<file path="src/rtl/dump_pkg.sv">
// Shared definitions for the memory dump engine.
// Holds the FSM state encoding, the dump mode encodings, the source codes used
// on the output stream, and a small helper that decodes a mode.
package dump_pkg;

  typedef enum logic [2:0] {
    S_IDLE,
    S_HALT,
    S_ISSUE,
    S_CAPTURE,
    S_SEND,
    S_FINISH
  } state_t;

  typedef enum logic [1:0] {
    MODE_ALL = 2'b00,  // RAM then RF
    MODE_RAM = 2'b01,  // RAM only
    MODE_RF  = 2'b10,  // RF only
    MODE_NZ  = 2'b11   // RAM then RF, zero-valued entries skipped
  } mode_t;

  localparam logic SRC_RAM = 1'b0;
  localparam logic SRC_RF  = 1'b1;

  // True when the dump continues into the register file after the RAM.
  function automatic logic mode_has_rf(input mode_t m);
    return m != MODE_RAM;
  endfunction

endpackage

</file>
<file path="src/rtl/mem_dump_engine_if.sv">
// Dump output stream: one entry per valid/ready beat.
//   out_valid/out_src/out_addr/out_data : payload, driven by the engine (master)
//   out_ready                           : back-pressure, driven by the consumer (slave)
// out_src is 0 for a RAM entry and 1 for a register-file entry.
interface mem_dump_engine_if #(
  parameter int DATA_W = 8,
  parameter int AW     = 8
);
  logic              out_valid;
  logic              out_src;
  logic [AW-1:0]     out_addr;
  logic [DATA_W-1:0] out_data;
  logic              out_ready;

  modport master (output out_valid, out_src, out_addr, out_data, input out_ready);
  modport slave  (input out_valid, out_src, out_addr, out_data, output out_ready);
endinterface

</file>
<file path="src/rtl/dump_out_stage.sv">
// Valid/ready holding register for the dump stream.
//   load    : capture a new entry and raise out_valid
//   flush   : drop out_valid immediately (abort); payload is kept
//   in_*    : entry to capture on load
//   dump    : stream master; payload stays stable while out_valid && !out_ready
module dump_out_stage
  import dump_pkg::*;
#(
  parameter int DATA_W = 8,
  parameter int AW     = 8
) (
  input  logic              clk,
  input  logic              areset,
  input  logic              load,
  input  logic              flush,
  input  logic              in_src,
  input  logic [AW-1:0]     in_addr,
  input  logic [DATA_W-1:0] in_data,
  mem_dump_engine_if.master dump
);

  always_ff @(posedge clk or negedge areset) begin
    if (!areset) begin
      dump.out_valid <= 1'b0;
      dump.out_src   <= SRC_RAM;
      dump.out_addr  <= '0;
      dump.out_data  <= '0;
    end else if (flush) begin
      dump.out_valid <= 1'b0;
    end else if (load) begin
      dump.out_valid <= 1'b1;
      dump.out_src   <= in_src;
      dump.out_addr  <= in_addr;
      dump.out_data  <= in_data;
    end else if (dump.out_valid && dump.out_ready) begin
      dump.out_valid <= 1'b0;
    end
  end

endmodule

</file>
<file path="src/rtl/mem_dump_engine.sv">
// Memory dump engine: freezes the CPU, then walks the RAM and/or register file
// through their 1-cycle-latency read ports and streams every entry out.
//   clk, areset            : clock, asynchronous active-low reset
//   start, mode, abort     : dump request, dump selection, cancel
//   halt_req / halt_ack    : CPU freeze handshake
//   ram_rd_* / rf_rd_*     : read ports (data valid the cycle after rd_en)
//   dump                   : output stream (valid/ready)
//   busy, done, count      : status; done pulses once, count = entries emitted
module mem_dump_engine
  import dump_pkg::*;
#(
  parameter int DATA_W    = 8,
  parameter int RAM_DEPTH = 16,
  parameter int RF_DEPTH  = 8,
  parameter int AW        = 8
) (
  input  logic              clk,
  input  logic              areset,
  input  logic              start,
  input  logic [1:0]        mode,
  input  logic              abort,
  output logic              halt_req,
  input  logic              halt_ack,
  output logic              ram_rd_en,
  output logic [AW-1:0]     ram_rd_addr,
  input  logic [DATA_W-1:0] ram_rd_data,
  output logic              rf_rd_en,
  output logic [AW-1:0]     rf_rd_addr,
  input  logic [DATA_W-1:0] rf_rd_data,
  mem_dump_engine_if.master dump,
  output logic              busy,
  output logic              done,
  output logic [AW:0]       count
);

  state_t            state;
  mode_t             mode_q;
  logic              src;
  logic [AW-1:0]     idx;

  logic [DATA_W-1:0] cap_data;
  logic              flush, skip, load, advance, issue;
  logic              adv_finish, adv_src, next_src;
  logic [AW-1:0]     adv_idx, next_idx;

  always_comb begin
    // NOTE: every signal gets a default first so no path leaves one unassigned (no latches).
    cap_data   = (src == SRC_RF) ? rf_rd_data : ram_rd_data;
    adv_src    = src;
    adv_idx    = idx + 1'b1;
    adv_finish = 1'b0;

    // Where the walk goes after the current entry; the index never wraps.
    if (src == SRC_RAM) begin
      if (idx == AW'(RAM_DEPTH - 1)) begin
        if (mode_has_rf(mode_q)) begin
          adv_src = SRC_RF;
          adv_idx = '0;
        end else begin
          adv_finish = 1'b1;
        end
      end
    end else if (idx == AW'(RF_DEPTH - 1)) begin
      adv_finish = 1'b1;
    end

    flush   = abort && (state != S_IDLE);
    skip    = (state == S_CAPTURE) && (mode_q == MODE_NZ) && (cap_data == '0);
    load    = (state == S_CAPTURE) && !skip && !flush;
    // abort wins over a same-edge handshake, so that beat is neither advanced nor counted.
    advance = !flush && (skip || ((state == S_SEND) && dump.out_ready));
    issue   = !flush && (((state == S_HALT) && halt_ack) || (advance && !adv_finish));

    // First read after the halt uses the index set up at start; later reads use the advance.
    next_src = (state == S_HALT) ? src : adv_src;
    next_idx = (state == S_HALT) ? idx : adv_idx;
  end

  assign busy = (state != S_IDLE);

  always_ff @(posedge clk or negedge areset) begin
    if (!areset) begin
      state       <= S_IDLE;
      mode_q      <= MODE_ALL;
      src         <= SRC_RAM;
      idx         <= '0;
      halt_req    <= 1'b0;
      done        <= 1'b0;
      ram_rd_en   <= 1'b0;
      rf_rd_en    <= 1'b0;
      ram_rd_addr <= '0;
      rf_rd_addr  <= '0;
      count       <= '0;
    end else begin
      // NOTE: state registers use non-blocking assignments so every flop samples pre-edge values.
      ram_rd_en <= 1'b0;
      rf_rd_en  <= 1'b0;
      done      <= 1'b0;

      // Read strobes are registered on entry to ISSUE, so they are high exactly in ISSUE.
      if (issue) begin
        src <= next_src;
        idx <= next_idx;
        if (next_src == SRC_RF) begin
          rf_rd_en   <= 1'b1;
          rf_rd_addr <= next_idx;
        end else begin
          ram_rd_en   <= 1'b1;
          ram_rd_addr <= next_idx;
        end
      end

      if (flush) begin
        state    <= S_IDLE;
        halt_req <= 1'b0;
      end else begin
        unique case (state)
          S_IDLE: begin
            if (start) begin
              state    <= S_HALT;
              mode_q   <= mode_t'(mode);
              count    <= '0;
              halt_req <= 1'b1;
              idx      <= '0;
              src      <= (mode_t'(mode) == MODE_RF) ? SRC_RF : SRC_RAM;
            end
          end
          S_HALT:    if (halt_ack) state <= S_ISSUE;
          S_ISSUE:   state <= S_CAPTURE;
          S_CAPTURE: if (!skip) state <= S_SEND;
          S_SEND: begin
            if (dump.out_ready && (count != '1)) count <= count + 1'b1;
          end
          S_FINISH:  state <= S_IDLE;
          default:   state <= S_IDLE;
        endcase

        if (advance) begin
          state <= adv_finish ? S_FINISH : S_ISSUE;
          if (adv_finish) begin
            halt_req <= 1'b0;
            done     <= 1'b1;
          end
        end
      end
    end
  end

  dump_out_stage #(
    .DATA_W (DATA_W),
    .AW     (AW)
  ) u_out_stage (
    .clk     (clk),
    .areset  (areset),
    .load    (load),
    .flush   (flush),
    .in_src  (src),
    .in_addr (idx),
    .in_data (cap_data),
    .dump    (dump)
  );

endmodule

</file>
<file path="src/flat_wrapper.sv">
// flat-port wrapper written by rule: the top's interface ports become plain ports
module mem_dump_engine_flat import dump_pkg::*;
#(
  parameter int DATA_W    = 8,
  parameter int RAM_DEPTH = 16,
  parameter int RF_DEPTH  = 8,
  parameter int AW        = 8
)
  (clk, areset, start, mode, abort, halt_req, halt_ack, ram_rd_en, ram_rd_addr, ram_rd_data, rf_rd_en, rf_rd_addr, rf_rd_data, busy, done, count, dump_out_valid, dump_out_src, dump_out_addr, dump_out_data, dump_out_ready);
  mem_dump_engine_if #(.DATA_W(DATA_W), .AW(AW)) dump_i ();
  input  logic clk;
  input  logic areset;
  input  logic start;
  input  logic [1:0] mode;
  input  logic abort;
  output logic halt_req;
  input  logic halt_ack;
  output logic ram_rd_en;
  output logic [AW-1:0] ram_rd_addr;
  input  logic [DATA_W-1:0] ram_rd_data;
  output logic rf_rd_en;
  output logic [AW-1:0] rf_rd_addr;
  input  logic [DATA_W-1:0] rf_rd_data;
  output logic busy;
  output logic done;
  output logic [AW:0] count;
  output wire logic [$bits(dump_i.out_valid)-1:0] dump_out_valid;
  output wire logic [$bits(dump_i.out_src)-1:0] dump_out_src;
  output wire logic [$bits(dump_i.out_addr)-1:0] dump_out_addr;
  output wire logic [$bits(dump_i.out_data)-1:0] dump_out_data;
  input wire logic [$bits(dump_i.out_ready)-1:0] dump_out_ready;
  assign dump_out_valid = dump_i.out_valid;
  assign dump_out_src = dump_i.out_src;
  assign dump_out_addr = dump_i.out_addr;
  assign dump_out_data = dump_i.out_data;
  assign dump_i.out_ready = dump_out_ready;
  mem_dump_engine #(.DATA_W(DATA_W), .RAM_DEPTH(RAM_DEPTH), .RF_DEPTH(RF_DEPTH), .AW(AW)) u_core (.clk(clk), .areset(areset), .start(start), .mode(mode), .abort(abort), .halt_req(halt_req), .halt_ack(halt_ack), .ram_rd_en(ram_rd_en), .ram_rd_addr(ram_rd_addr), .ram_rd_data(ram_rd_data), .rf_rd_en(rf_rd_en), .rf_rd_addr(rf_rd_addr), .rf_rd_data(rf_rd_data), .dump(dump_i), .busy(busy), .done(done), .count(count));
endmodule
</file>
<file path="config.mk">
export PLATFORM = sky130hd
export DESIGN_NAME = mem_dump_engine_flat
export DESIGN_NICKNAME = d
export VERILOG_FILES = /design/src/rtl/dump_pkg.sv /design/src/rtl/mem_dump_engine_if.sv /design/src/rtl/dump_out_stage.sv /design/src/rtl/mem_dump_engine.sv /design/src/flat_wrapper.sv
export SDC_FILE = /design/constraint.sdc
export NUM_CORES = 1
export LEC_CHECK = 0
export ABC_AREA = 1
export BUFFER_PORTS_ARGS = -buffer_cell sky130_fd_sc_hd__buf_2
export CORE_MARGIN = 5
export CORE_UTILIZATION = 40
export CTS_BUF_LIST = sky130_fd_sc_hd__clkbuf_8 sky130_fd_sc_hd__clkbuf_16
export CTS_CLUSTER_SIZE = 14
export DETAILED_ROUTE_END_ITERATION = 16
export HOLD_SLACK_MARGIN = 0.15
export PLACE_DENSITY = 0.67
export SYNTH_ARGS = -nofsm -noshare
export SYNTH_HDL_FRONTEND = slang
export SYNTH_HIERARCHICAL = 1
export SYNTH_SLANG_ARGS = --single-unit
</file>
<file path="constraint.sdc">
create_clock -name clk -period 2.54 [get_ports clk]
set_input_delay 0.381 -clock clk [delete_from_list [all_inputs] [get_ports clk]]
set_output_delay 0.381 -clock clk [all_outputs]
set_load 0.01 [all_outputs]
</file>
* Yosys cells after proc, flatten, opt, wreduce, memory -nomap -nowiden
Index checks and enable logic that the tools add are counted.
Word-level totals: register bits after elaboration 61, bits in latches 0, memory bits (writable) 0, ROM bits 0, input bits 24, output and inout port bits 48, logic and storage cells 110, memories 0
Operators by class: $add $sub $neg 2, multiply operators 0, div/mod/pow operators 0, magnitude comparators 0, equality and inequality tests 16, shift operators 0, muxes and demuxes 47, bitwise operators 2, reduce and logical (&&, ||, !) cells 28
Operators by type and width (count):
- $mux 8 | 9
- $mux 1 | 28
- $mux 3 | 6
- $mux 9 | 2
- $pmux 9 s2 | 1
- $pmux 3 s5 | 1
- $logic_and 1x1->1 | 12
- $add 9x1->9 const B | 1
- $ne 9x9->1 const B | 1
- $add 8x1->8 const B | 1
- $eq 8x3->1 const B | 1
- $eq 8x4->1 const B | 1
- $logic_not 8->1 | 1
- $ne 4x2->1 const B | 2
- $reduce_and 4->1 | 2
- $eq 3x2->1 const B | 2
- $reduce_and 2->1 | 3
- $reduce_bool 3->1 | 2
- $eq 2x2->1 const B | 2
- $ne 2x2->1 const B | 2
- $ne 4x3->1 const B | 1
- $eq 3x1->1 const B | 1
- $eq 3x3->1 const B | 1
- $logic_not 1->1 | 3
- 7 further kinds | 9

* Depth between registers and ports, before layout
Gate-level depths: netlist of the first run.
depth in word-level cells 12, mapped depth 16, mapped depth without buffers 13

* Hierarchy
The synthesis of the first run kept the hierarchy.
By module, submodules not included:
- mem_dump_engine | instances 1, cells each 356, area each 2523.7 µm², seq. area each 1076.0 µm²
- dump_out_stage | instances 1, cells each 78, area each 758.2 µm², seq. area each 450.4 µm²

* Least setup slack after synthesis of the first run
OpenSTA, ideal clock, no wires.
path kind register to register, start point reg u_core.count[0], end point reg u_core.count[2], library setup time 0.135 ns, data arrival time 1.746 ns, required time 2.405 ns, setup slack 0.659 ns, stages on the path, launching flop included 13, buffers on the path 0, period minus slack after synthesis 1.881 ns, path through dfrtp_1 ha_1 inv_1 nor3_1 nand4_1 nor2_1 ha_1 o21ai_0 nand4_2 inv_1 nand3_1 nand2_1 nor2_1
Between the ends: longest elaborated chain between the ends 4, elaborated cells between the ends (all ways) 7, those cells by class add/sub: 1; eq/ne: 2; mux: 2; reduce/logical: 2
RTL lines:
- from (decl) | line mem_dump_engine.sv:33 | output logic [AW:0] count
- from (signal assigned) | line mem_dump_engine.sv:132 | if (dump.out_ready && (count != '1)) count <= count + 1'b1;
- branches (longest 4 deep; another with $add 9x1->9)
Parallel ways; which one is timed is not known. The select of a mux whose other input is x is not followed. A chain may end at the register's enable or synchronous reset.

* Worst setup path after layout of the first run
start point reg u_core.src, end point reg u_core.u_out_stage.dump.out_addr[4]
Between the ends: longest elaborated chain between the ends 7
RTL lines:
- from (decl) | line mem_dump_engine.sv:38 | logic src;
- from (signal assigned) | line mem_dump_engine.sv:102 | src <= next_src;
- from (signal assigned) | line mem_dump_engine.sv:125 | src <= (mode_t'(mode) == MODE_RF) ? SRC_RF : SRC_RAM;
- $mux 8 | line mem_dump_engine.sv:48 | cap_data = (src == SRC_RF) ? rf_rd_data : ram_rd_data;
- $logic_not 8->1 | line mem_dump_engine.sv:68 | skip = (state == S_CAPTURE) && (mode_q == MODE_NZ) && (cap_data == '0);
- $logic_and 1x1->1 | line mem_dump_engine.sv:68
- $logic_not 1->1 | line mem_dump_engine.sv:69 | load = (state == S_CAPTURE) && !skip && !flush;
- $logic_and 1x1->1 (2 in series) | line mem_dump_engine.sv:69
- net u_core.load | line mem_dump_engine.sv:42 | logic flush, skip, load, advance, issue;
- $reduce_and 2->1 (no source line)
- to (signal assigned) | line dump_out_stage.sv:33 | dump.out_addr <= in_addr;
- to (decl) | line mem_dump_engine_if.sv:15 | modport master (output out_valid, out_src, out_addr, out_data, input out_ready);
The timed path passes the listed nets, and every way through them passes these cells.

==> summary.md, run 1 <==
For the largest net degree at the start of global routing, the log shows 62. The data arrival at the endpoint of the critical path is 2460 ps, and the via-per-instance ratio is 4.688. After synthesis, flip-flops and latches occupy 46.51% of the total area. The logs give 3282 µm² for the post-synthesis instance area and 0 for the number of buffers inserted by post-CTS setup repair.

The final non-filler cell total was 622; the maximum clock frequency was 0.4565 GHz. The floorplan step set the die height to 100.6 µm. Area of the core: 8093 µm².

For the standard-cell row count, the log shows 33. The maximum ir drop on the vdd rail is 0.0004208 V, and the post-synthesis net count is 461. For the via count of the first global-routing pass, the log shows 2848. Wires add up to 7549 µm. The sum of overflow across all layers after global routing came out at 0. The largest incremental delay on the critical path is 420 ps, and the post-synthesis register bit count is 61. Relative to the synthesized area, the layout overhead comes to 18.80%.

For the number of clock sinks seen by CTS, the log shows 61. The clock arrives with 12.68 ps of skew. The post-synthesis instance total came out at 434. TritonCTS built the clock tree. The run gives 9 as the number of buffers created by CTS. In this run the worst setup path begins at u_core/src. The tightest hold path in the finished design has a slack of 245.3 ps. The library cells used most frequently in the layout, excluding fill and tap cells, are sky130_fd_sc_hd__nand2_1, sky130_fd_sc_hd__buf_2, sky130_fd_sc_hd__inv_1, sky130_fd_sc_hd__dfrtp_1, sky130_fd_sc_hd__nand3_1. The number of DRC markers in iteration 0 is 110, and the H-tree depth reported by CTS is 3. The total leakage power is 2.288 nW, and the final-report setup violation count is 0.

Initial antenna violation count: 0. The kind of start point of the critical path is a flop. Along the worst hold path, the cell count comes to 2. The tools report the final max-slew violation count as 0. STA classifies the critical path endpoint as a flop.

Once detailed placement completed, the half-perimeter wirelength came to 5651 µm. The total placed cells including tap cells was 605; the critical path required time was 2810 ps. For the max capacitance violation total, the log shows 0. The logs give 0 for the final hold violation count and 0 for the remaining number of nets flagged by the antenna check after routing.

The power density over cell area is 1015 nW/µm². Following the worst setup path forward leads to its endpoint at u_core/u_out_stage/dump.out_addr[4]. In this run the worst hold path is classified as in2reg. Cells with a size suffix above 1 make up 21.66% of the layout. The run finished with clean final reports. Routed length per placed instance: 12.14 µm. The cell sitting at the root of the clock tree is a sky130_fd_sc_hd__clkbuf_8.

The clock passes through at most 2 buffers. Clock-pin slew was measured on the worst setup and hold paths at 70 ps. The worst register-to-register path begins at u_core/src.

In this run, distinct cell masters in the synthesized netlist total 31. In this run the horizontal extent of the chip is 100.6 µm. Port buffering added 71 buffers. The via count is 2916, and the average instance area after synthesis is 7.562 µm². The detailed-route DRC error count is 0, and the global-route total usage across every layer is 15.94%.

The first-pass GRT wire length is 12990 µm. The cell type of the slowest stage on the worst timing path is sky130_fd_sc_hd__dfrtp_1. The routability congestion estimate was 0.8633; the number of primary I/O pins was 72.

The capture instance of the worst register-to-register path was u_core/u_out_stage/dump.out_addr[4]. Traced cell by cell, the critical path runs through inv_2, nand2_1, nand3_1, nor2_1, nand3_1, nand2_2, nor2_1, nand2_1, inv_1, buf_4, nand3_1, nand2_1. The part of the cycle the worst path needs was 86.24%. The starting density of the core was 40.55%. Leaving out fill and tap cells, the most frequent cell in the layout is sky130_fd_sc_hd__nand2_1. The worst setup path is of the reg2reg kind. The setup slack of the worst register-to-register path came out at 350 ps. Number of search-and-repair iterations in the first detailed-routing pass: 4.

The depth of the worst register-to-register path was 12. For the finished layout, the period the worst path requires is 2190 ps. The clock network latency to the later pin of the worst-skew pair is 330 ps, and the slew at the pin with the worst max-slew slack is 440.1 ps. The count of yosys warnings during synthesis was 6. The overall die area is 10120 µm², and the maximum net fanout on the critical path is 14. Setup repair after global routing left no endpoint under its margin. The run gives 539 as the final net count. Worst-case headroom to the max-slew limit: 70.63%. For the final antenna diode count, the log shows 0. Adding up every negative setup slack in the final design gives 0 ps.
report_power, final:
part           switching, mW  internal, mW
Combinational           1.04         0.550
Clock                  0.386         0.447
Sequential             0.233          1.30
Total                   1.66          2.30
per-stage QoR:
step                power (mW)  instance area (µm²)  utilization [%]  setup slack (ps)
detailed placement       3.156                 3699            45.70             378.7
CTS                      4.016                 3899            48.18             354.0
global route             4.323                 3899            48.18             88.37
global placement         3.112                 3699            45.70             465.8
finish                   3.957                 3899            48.18             349.6
floorplan                2.657                 3282                -             659.0
cell families after synthesis:
kind of cell	synth area share, %
XOR/XNOR	1.335
buffers and inverters	11.48
flip-flops	46.51
AND/OR/NAND/NOR	35.72
AO/OA/AOI/OAI	3.812
adder cells (fa/ha/maj)	1.144
worst max-delay path, delay by kind of cell (launching register included):
kind,cells,cell delay (ps)
buffers and inverters,3,800
and+or+nand+nor,9,900
DFF,1,420
worst min path at each step:
stage	from	endpoint	slack [ps]
floorplan	areset	u_core/count[0]	90
global placement	areset	u_core/u_out_stage/dump.out_data[1]	420
detailed placement	areset	u_core/u_out_stage/dump.out_data[1]	420
CTS	mode[0]	u_core/src	230
global route	mode[0]	u_core/src	230
finish	mode[0]	u_core/src	250
synth_stat cells:
cell | instances | area share, %
sky130_fd_sc_hd__clkbuf_8 | 1 | 0.42
sky130_fd_sc_hd__nand3_2 | 1 | 0.31
sky130_fd_sc_hd__nand4_2 | 1 | 0.38
sky130_fd_sc_hd__xor2_1 | 3 | 0.80
sky130_fd_sc_hd__buf_12 | 1 | 0.61
sky130_fd_sc_hd__nand2_8 | 1 | 0.61
sky130_fd_sc_hd__nor2_2 | 2 | 0.38
sky130_fd_sc_hd__nand2_1 | 148 | 17
sky130_fd_sc_hd__o21ai_0 | 16 | 2.4
sky130_fd_sc_hd__nand3_4 | 1 | 0.53
sky130_fd_sc_hd__o31ai_1 | 3 | 0.69
sky130_fd_sc_hd__buf_6 | 5 | 1.7
sky130_fd_sc_hd__buf_4 | 1 | 0.23
sky130_fd_sc_hd__nand4_1 | 4 | 0.76
sky130_fd_sc_hd__nor3b_1 | 1 | 0.23
sky130_fd_sc_hd__xnor2_1 | 2 | 0.53
sky130_fd_sc_hd__nand2_2 | 6 | 1.1
sky130_fd_sc_hd__inv_1 | 62 | 7.1
sky130_fd_sc_hd__clkinv_1 | 2 | 0.23
sky130_fd_sc_hd__inv_4 | 2 | 0.38
sky130_fd_sc_hd__nor3_1 | 4 | 0.61
sky130_fd_sc_hd__a21oi_1 | 3 | 0.46
sky130_fd_sc_hd__buf_8 | 1 | 0.46
sky130_fd_sc_hd__nor2_1 | 36 | 4.1
sky130_fd_sc_hd__nor3_2 | 1 | 0.31
sky130_fd_sc_hd__nand2_4 | 3 | 1.0
sky130_fd_sc_hd__inv_2 | 3 | 0.34
sky130_fd_sc_hd__ha_1 | 3 | 1.1
sky130_fd_sc_hd__o211ai_1 | 1 | 0.23
sky130_fd_sc_hd__nand3_1 | 55 | 8.4
sky130_fd_sc_hd__dfrtp_1 | 61 | 47
metal layers:
metal  routed length, µm  part of all wire (%)  global-route usage, %
met5                   0                     0                      0
met1                3516                    47                  21.02
met4                  72                  0.95                  6.839
met2                3563                    47                  25.52
met3                 398                   5.3                  3.045
registers in the layout, summed over array words and instances, names as in the netlist, 2 cells and up:
name,cells
u_core/ram_rd_addr,8
u_core/count,9
u_core/mode_q,2
u_core/u_out_stage/dump.out_addr,8
u_core/u_out_stage/dump.out_data,8
u_core/idx,8
u_core/state,3
u_core/rf_rd_addr,8
repair_timing:
action,4_1_cts,5_1_grt
hold buffers,1,0
endpoints found under the hold margin,61,0
resized for setup,0,0
cell type report:
type                            count  area [µm²]
Multi-Input combinational cell    295        1379
Tap cell                          105       131.4
Timing Repair Buffer               76       407.9
Sequential cell                    61        1526
Clock inverter                      7       66.31
Fill cell                         859        4194
Inverter                           69       264.0
Clock buffer                        9       123.9
(Power assumes the default switching activity.)
==> inputs of run 2 (changes only) <==
--- a/config.mk
+++ b/config.mk
@@ -8,13 +8,12 @@
 export ABC_AREA = 1
 export BUFFER_PORTS_ARGS = -buffer_cell sky130_fd_sc_hd__buf_2
 export CORE_MARGIN = 5
-export CORE_UTILIZATION = 40
+export CORE_UTILIZATION = 30
 export CTS_BUF_LIST = sky130_fd_sc_hd__clkbuf_8 sky130_fd_sc_hd__clkbuf_16
 export CTS_CLUSTER_SIZE = 14
 export DETAILED_ROUTE_END_ITERATION = 16
 export HOLD_SLACK_MARGIN = 0.15
-export PLACE_DENSITY = 0.67
+export PLACE_DENSITY = 0.54
 export SYNTH_ARGS = -nofsm -noshare
 export SYNTH_HDL_FRONTEND = slang
-export SYNTH_HIERARCHICAL = 1
 export SYNTH_SLANG_ARGS = --single-unit
==> run 2 against run 1 <==
  * Final cell count up 4.8%
  * Largest power group unchanged
  * Sequential power about the same
  * Routed wire length up 14%
  * Core utilization down 11 points
  * Combinational power up 8%
  * Critical path type unchanged
  * Critical path depth up 3
  * Sequential cell count unchanged
  * Total power up 9.2%
  * Synthesized area up 0.76%
  * Non-clock buffer count up 1
  * Via count up 2.2%
  * Worst setup slack worse by 56 ps
==> summary.md, run 2 <==
Setup repair after global routing left no endpoint under its margin. The routed design could run at a clock period as short as 2246 ps. For the final-report setup violation count, the log shows 0. The share of synthesized flip-flops with an asynchronous set or reset is 100.0%, and the via count is 2981. TritonCTS created 9 clock buffers. In the final design database the tool counted 534 nets. Leaving out fill and tap cells, the most frequent cell in the layout is sky130_fd_sc_hd__nand2_1. The logs give 0 for the initial antenna violation count and 3792 µm² for the post-placement cell area. Across the routed clock network, the largest skew measured is 7.763 ps. Routability-driven placement finished with a final weighted congestion of 0.8500. Across every metal layer, demand over resource in global routing totals 13.37%.

The die height works out to 115.0 µm. The die covers 13220 µm². The most frequently used flop master after synthesis was sky130_fd_sc_hd__dfrtp_1. Minimum setup slack in the final design: 293.6 ps. The share of the synthesized area in the top cell type was 46.16%. The worst setup path is launched from a flop. The area added between synthesis and finish was 22.25%; the worst-case headroom to the max-slew limit was 54.08%.

For this block, the initial DRC count from the detailed router was 125. Synthesis produced a netlist whose cell count is 430. The logs give 30.51% for the starting density of the core and 0 for the remaining number of nets flagged by the antenna check after routing.

TritonCTS built the clock tree. By area the synthesized netlist is led by sky130_fd_sc_hd__dfrtp_1, sky130_fd_sc_hd__nand2_1, sky130_fd_sc_hd__nand3_1. Cell with the most instances after synthesis: sky130_fd_sc_hd__nand2_1. The overall power after layout was 4.322 mW; the flip-flop count of the largest register after layout was 9. Each instance of the synthesized netlist takes up on average 7.691 µm². For the post-synthesis instance area, the log shows 3307 µm². Synthesis inferred 61 register bits. The power density over cell area is 1069 nW/µm². The commonest cells after synthesis are sky130_fd_sc_hd__nand2_1, sky130_fd_sc_hd__dfrtp_1, sky130_fd_sc_hd__inv_1.

CTS built an H-tree with a depth of 3. The final max-slew violation count was 0; the number of buffers inserted by post-CTS setup repair was 0. For this run the aggregate overflow at the end of global routing stands at 0. The worst-case IR drop observed on VDD is 0.0004943 V.

Summed over all nets, the half-perimeter wirelength after detailed placement is 6502 µm. The die is 115.0 µm wide. The count of flip-flops with a built-in enable after synthesis is 0, and the final antenna diode count is 0. Before CTS, the worst setup slack after placement is 324.1 ps. The clock drives 61 sinks. The run gives 4043 µm² as the final non-filler cell area. The clock passes through at most 2 buffers.

The clock transition at the registers of the reported paths was 70 ps. At the worst endpoint, the arrival time is 2470 ps. In the final routed layout, each cell accounts on average for 13.18 µm. The via count of the first global-routing pass was 2916; the number of search-and-repair iterations in the first detailed-routing pass was 4.

The via-per-instance ratio works out to 4.572. The tools report the count of hold buffers inserted by post-cts repair as 1. The later pin in the worst-skew pair is clocked with a latency of 330 ps. The post-route setup TNS was 0 ps; the part of the cycle the worst path needs was 88.44%. u_core.count holds more flip-flops than any other register. The tool flagged a number of max-cap violations equal to 0. In this run the clock root is driven by a sky130_fd_sc_hd__clkbuf_8. The first global-routing pass estimated 14100 µm of wire.

After clock tree synthesis, the repair step resized 0 gates. The routed design has 8592 µm of wire. In this run the tool buffered the top-level ports with 71 buffer cells. The number of different library cells used by synthesis comes to 28.

The maximum net fanout on the critical path is 13, and the slew at the pin with the worst max-slew slack is 688.9 ps. The final hold violation count came out at 0. For the area of the core, the log shows 10840 µm².

The run gives 46.16% as the sequential fraction of the synthesis area. The class of the most critical setup path is reg2reg. After detailed routing, the number of remaining DRC violations is 0.

Maximum clock frequency: 0.4452 GHz. The post-synthesis net count was 457. The worst hold path belongs to the class in2reg. At the end of the flow the core is filled with cells to 37.29%.

The Yosys step of the flow raised 0 warnings. The library cell occupying the most area in the post-synthesis netlist was sky130_fd_sc_hd__dfrtp_1. The run finished with clean final reports.

The top cell types in the final layout, fill and taps aside, are sky130_fd_sc_hd__nand2_1, sky130_fd_sc_hd__buf_2, sky130_fd_sc_hd__inv_1, sky130_fd_sc_hd__dfrtp_1, sky130_fd_sc_hd__nand3_1. Critical path required time: 2760 ps. The largest net degree at the start of global routing came out at 36. The floorplan has 38 rows. Cells with a size suffix above 1 make up 24.41% of the layout. Pin placement for this block handled 72 I/O pins. Sort of element at the end of the critical path: a flop. In this run the static leakage power is 2.315 nW.
[run 2: cell types whose count changed in the layout (fill, tap and decap cells not counted), moves of 3 or more]
cell                       delta
sky130_fd_sc_hd__nor2_1       -3
sky130_fd_sc_hd__nand3_1      +3
sky130_fd_sc_hd__o21ai_0      -5
sky130_fd_sc_hd__inv_2        +4
sky130_fd_sc_hd__a21oi_1      +4
sky130_fd_sc_hd__a21oi_2      +8
sky130_fd_sc_hd__xor2_1       +3
sky130_fd_sc_hd__clkinv_2     -3
sky130_fd_sc_hd__nand2_1     -18
[run 2: cell families (layout without fill, tap and decap cells)]
family          count (synthesis)  in the layout  share of synthesized area (%)
xor+xnor                        6              6                          1.589
compound gates                 28             28                          5.297
flops                          61             61                          46.16
fa+ha+maj                       3              3                          1.135
simple gates                  254            254                          35.34
buf+inv                        78            160                          10.48
[run 2: area by class of cell]
type,instances,area (µm²)
fill,1178,6798
sequential,61,1526
multi-input combinational,291,1434
timing repair buffer,77,415.4
inverter,67,251.5
tap,140,175.2
clock buffer,10,137.6
clock inverter,6,102.6
[run 2: power breakdown]
part           internal [mW]  leakage, nW  switching [mW]
Sequential              1.31        0.798           0.246
Clock                  0.670        0.129           0.379
Combinational          0.585         1.39            1.13
Total                   2.56         2.31            1.76
[run 2: metal layers]
| layer | GRT usage [%] | vias up | wire [µm] | share of wire (%) |
|---|---|---|---|---|
| li1 | - | 1502 | - | - |
| met1 | 18.25 | 1395 | 4134 | 48 |
| met2 | 20.49 | 72 | 3888 | 45 |
| met3 | 3.474 | 12 | 404 | 4.7 |
| met4 | 4.851 | 0 | 164 | 1.9 |
| met5 | 0 | - | 0 | 0 |
[run 2: stage by stage]
step	hold slack [ps]	instances
2_1_floorplan	85.41	430
3_3_place_gp	455.1	635
3_5_place_dp	453.9	635
4_1_cts	300.7	652
5_1_grt	316.8	652
6_report	313.7	652
[run 2: final timing paths]
| path | start | endpoint | slack, ps | depth (start not counted) |
|---|---|---|---|---|
| worst max-delay path | u_core.count[1] | u_core.count[5] | 290 | 15 |
| worst min-delay path | mode[1] | u_core.mode_q[1] | 310 | 3 |
| worst max register to register | u_core.count[1] | u_core.count[5] | 290 | 15 |
| worst min register to register | u_core.u_out_stage.dump.out_addr[1] | u_core.u_out_stage.dump.out_addr[1] | 470 | 2 |
| max in group asynchronous | areset | u_core.ram_rd_addr[3] | 1280 | 3 |
| min in group asynchronous | areset | u_core.count[8] | 630 | 2 |
[run 2: worst max-delay path, stage by stage, from the launching register on]
cell and delay [ps]:
sky130_fd_sc_hd__dfrtp_1 390, sky130_fd_sc_hd__ha_1 180, sky130_fd_sc_hd__inv_1 60, sky130_fd_sc_hd__nor3_1 280, sky130_fd_sc_hd__nand4_1 170, sky130_fd_sc_hd__nor2_1 120
sky130_fd_sc_hd__ha_1 170, sky130_fd_sc_hd__nor2_1 40, sky130_fd_sc_hd__nand3_1 90, sky130_fd_sc_hd__nand2_1 240, sky130_fd_sc_hd__nand2_1 130, sky130_fd_sc_hd__nor2_1 60
sky130_fd_sc_hd__nand2_1 70, sky130_fd_sc_hd__nand2_1 50, sky130_fd_sc_hd__nand2_1 50, sky130_fd_sc_hd__nor2_1 40
==> inputs of run 3 (changes only) <==
--- a/config.mk
+++ b/config.mk
@@ -8,12 +8,12 @@
 export ABC_AREA = 1
 export BUFFER_PORTS_ARGS = -buffer_cell sky130_fd_sc_hd__buf_2
 export CORE_MARGIN = 5
-export CORE_UTILIZATION = 30
+export CORE_UTILIZATION = 54
 export CTS_BUF_LIST = sky130_fd_sc_hd__clkbuf_8 sky130_fd_sc_hd__clkbuf_16
 export CTS_CLUSTER_SIZE = 14
 export DETAILED_ROUTE_END_ITERATION = 16
 export HOLD_SLACK_MARGIN = 0.15
-export PLACE_DENSITY = 0.54
+export PLACE_DENSITY = 0.84
 export SYNTH_ARGS = -nofsm -noshare
 export SYNTH_HDL_FRONTEND = slang
 export SYNTH_SLANG_ARGS = --single-unit
==> run 3 against run 2 <==
  * Design area decreased by 3.0%
  * Non-clock buffer count unchanged
  * Sequential power about the same
  * Sequential share of layout area rose by 1.2 points
  * Worst hold slack worse by 46 ps
  * Global-route usage grew 8.4 points
  * Combinational power is essentially flat
  * Critical path type unchanged
==> summary.md, run 3 (same netlist as run 2, synthesis figures left out) <==
The run finished with clean final reports. Once the floorplan was initialized, standard cells occupied 55.85% of the core. The kind of start point of the critical path is a flop. The logs give 28 for the standard-cell row count and 5921 µm² for the area of the core. The library cells used most frequently in the layout, excluding fill and tap cells, are sky130_fd_sc_hd__nand2_1, sky130_fd_sc_hd__buf_2, sky130_fd_sc_hd__inv_1, sky130_fd_sc_hd__dfrtp_1, sky130_fd_sc_hd__nand3_1.

The count of buffers added on input and output ports is 71. The routed length per placed instance came out at 13.36 µm. The max capacitance violation total was 0; the number of clock sinks seen by CTS was 61.

The worst min-delay path endpoint was u_core.mode_q[1]. The share of total power dissipated in combinational logic is 40.9%. For the H-tree depth reported by CTS, the log shows 3.

The run gives 0 as the final max-slew violation count. The clock passes through at most 2 buffers. The internal portion of the total power is 2.426 mW.

The clock network burns 22.0% of the power. The portion of total power attributed to sequential cells was 37.1%. Clock network latency to the later pin of the worst-skew pair: 340 ps. Buffers inserted during clock tree synthesis total 9. At the worst endpoint, the arrival time is 2440 ps. In this run switching power makes up 41.65% of total power. After layout, the minimum clock period comes to 2168 ps. The number of antenna diodes in the final layout is 0. The initial antenna violation count was 0. The largest net degree at the start of global routing was 35.

The area added between synthesis and finish was 18.54%. In this run the static leakage power is 2.296 nW. The worst min-delay path category was in2reg.

The overall die area was 7789 µm². The worst register-to-register path ends at u_core.count[5]. The number of setup buffers added after CTS is 0. The via-per-instance ratio is 5.196.

Beginning of the worst register-to-register path: u_core.count[0]. The setup slack of the worst register-to-register path is 370 ps. The register with the most flip-flops in the final layout is u_core.count. Once detail routing completed, the nets flagged for antenna violations numbered 0. The routability congestion estimate came out at 0.9430. IR analysis of the VDD net gives a maximum drop of 0.0005072 V.

The slew at the pin with the worst max-slew slack is 744.9 ps. Setup violations remaining at the end of the flow were counted as 0. Global routing finished with a remaining overflow of 0. The worst slack at placement was 342.0 ps; the final hold violation count was 0.

The tools report the number of DRC markers in iteration 0 as 150. After layout, the design draws a total of 4.158 mW. The detailed-route DRC error count is 0. The maximum net fanout on the critical path was 13; the number of search-and-repair iterations in the first detailed-routing pass was 5.

In the final layout, the share of cells above drive strength 1 is 24.61%. Global routing used 21.81% of the available tracks across all layers. Headroom to the max-slew limit came out at 50.34%.

After clock tree synthesis, the clock-pin slew on the worst setup and hold paths is 60 ps. Setup repair after global routing left no endpoint under its margin. The die is 88.26 µm tall.

The tools report the total placed cells including tap cells as 570. The tools report the maximum clock frequency as 0.4613 GHz. Measured on the finished design, the core utilization comes to 66.21%. Of the available clock period, the critical path in the final layout requires 85.35%. TritonCTS built the clock tree.

During I/O placement, the number of pins put on the boundary was 72. STA classifies the critical path endpoint as a flop. The most critical setup path has its startpoint at u_core.count[0]. For the final routed database, the setup TNS stands at 0 ps. Leaving out filler cells and counting taps, the final layout contains 587.

For the worst setup path, the data required time is 2810 ps. The tools report the via count of the first global-routing pass as 2938. The cell at the root of the clock tree is sky130_fd_sc_hd__clkbuf_8. Leaving out fill and tap cells, the most frequent cell in the layout is sky130_fd_sc_hd__nand2_1. The final layout contains 534 nets. The depth of the worst register-to-register path came out at 15. Counting instances, the worst hold path has a depth of 3. Class of the most critical setup path: reg2reg.

Wires add up to 7841 µm. The wire-length estimate of the detail-placed layout is 5893 µm. The die is 88.26 µm wide. Power density over cell area: 1061 nW/µm². The register with the most flip-flops in the layout has 9 of them. The run gives 13250 µm as the first-pass GRT wire length. For the total net switching power, the log shows 1.732 mW.

The final route contains 3050 vias. The minimum setup slack in the final design came out at 372.2 ps. The tools report the start point of the worst min-delay path as mode[1]. The final worst clock skew came out at 8.567 ps.
==> run 3: cell types whose count changed in the layout (fill, tap and decap cells not counted) <==
| cell | delta |
|---|---|
| sky130_fd_sc_hd__clkbuf_8 | -1 |
| sky130_fd_sc_hd__clkinv_2 | +2 |
| sky130_fd_sc_hd__nor3_1 | -1 |
| sky130_fd_sc_hd__buf_4 | +1 |
| sky130_fd_sc_hd__bufinv_16 | -1 |
| sky130_fd_sc_hd__buf_12 | -1 |
| sky130_fd_sc_hd__nor3_2 | +1 |
==> run 3: worst max-delay path by stage <==
| stage | endpoint | slack, ps |
|---|---|---|
| after floorplan | u_core.count[3] | 680 |
| after CTS | u_core.count[5] | 340 |
| after global routing | u_core.count[5] | 90 |
| after detailed placement | u_core.count[5] | 340 |
| final | u_core.count[5] | 370 |
| after global placement | u_core.count[5] | 530 |
==> run 3: area by class of cell <==
type	instances	area [µm²]
multi-input cells	291	1439
flip-flops and latches	61	1526
well taps	75	93.84
clock buffers	9	123.9
clock inverters	7	82.58
inverters	67	251.5
repair buffers	77	402.9
fillers	513	2001
==> run 3: power groups by stage <==
stage / Combinational, mW / Sequential (mW) / Clock, mW
2_1_floorplan: 1.07 / 1.64 / 0
3_3_place_gp: 1.64 / 1.54 / 0
3_5_place_dp: 1.70 / 1.56 / 0
4_1_cts: 1.71 / 1.54 / 0.930
5_1_grt: 1.93 / 1.59 / 0.975
6_report: 1.70 / 1.54 / 0.915
==> run 3: repair_timing <==
item                       4_1_cts  5_1_grt
hold buffers                     1        0
setup endpoints to repair        0        1
resized for setup                0        1
hold endpoints to repair        32        0
==> run 3: through the flow <==
stage	area (µm²)	hold slack [ps]
finish	3920	268.2
global route	3920	261.9
CTS	3915	249.8
detailed placement	3699	454.0
global placement	3699	450.0
floorplan	3307	85.41
==> run 3: critical path, stage by stage, from the launching register on <==
cell                      delay, ps
sky130_fd_sc_hd__dfrtp_1        400
sky130_fd_sc_hd__ha_1           220
sky130_fd_sc_hd__inv_1           90
sky130_fd_sc_hd__nor3_2          60
sky130_fd_sc_hd__nand4_1         90
sky130_fd_sc_hd__nor2_1          70
sky130_fd_sc_hd__ha_1           180
sky130_fd_sc_hd__nor2_1          90
sky130_fd_sc_hd__nand3_1        110
sky130_fd_sc_hd__nand2_1        300
sky130_fd_sc_hd__nand2_1         90
sky130_fd_sc_hd__nor2_1         130
sky130_fd_sc_hd__nand2_1         90
sky130_fd_sc_hd__nand2_1         60
sky130_fd_sc_hd__nand2_1         40
sky130_fd_sc_hd__nor2_1          90
==> run 3: layer usage <==
metal	vias to the layer above	routed length (µm)	global-route usage (%)
met5	-	0	0
met4	0	155	10.71
met3	15	481	3.911
met2	108	3876	36.71
met1	1420	3327	27.05
li1	1507	-	-
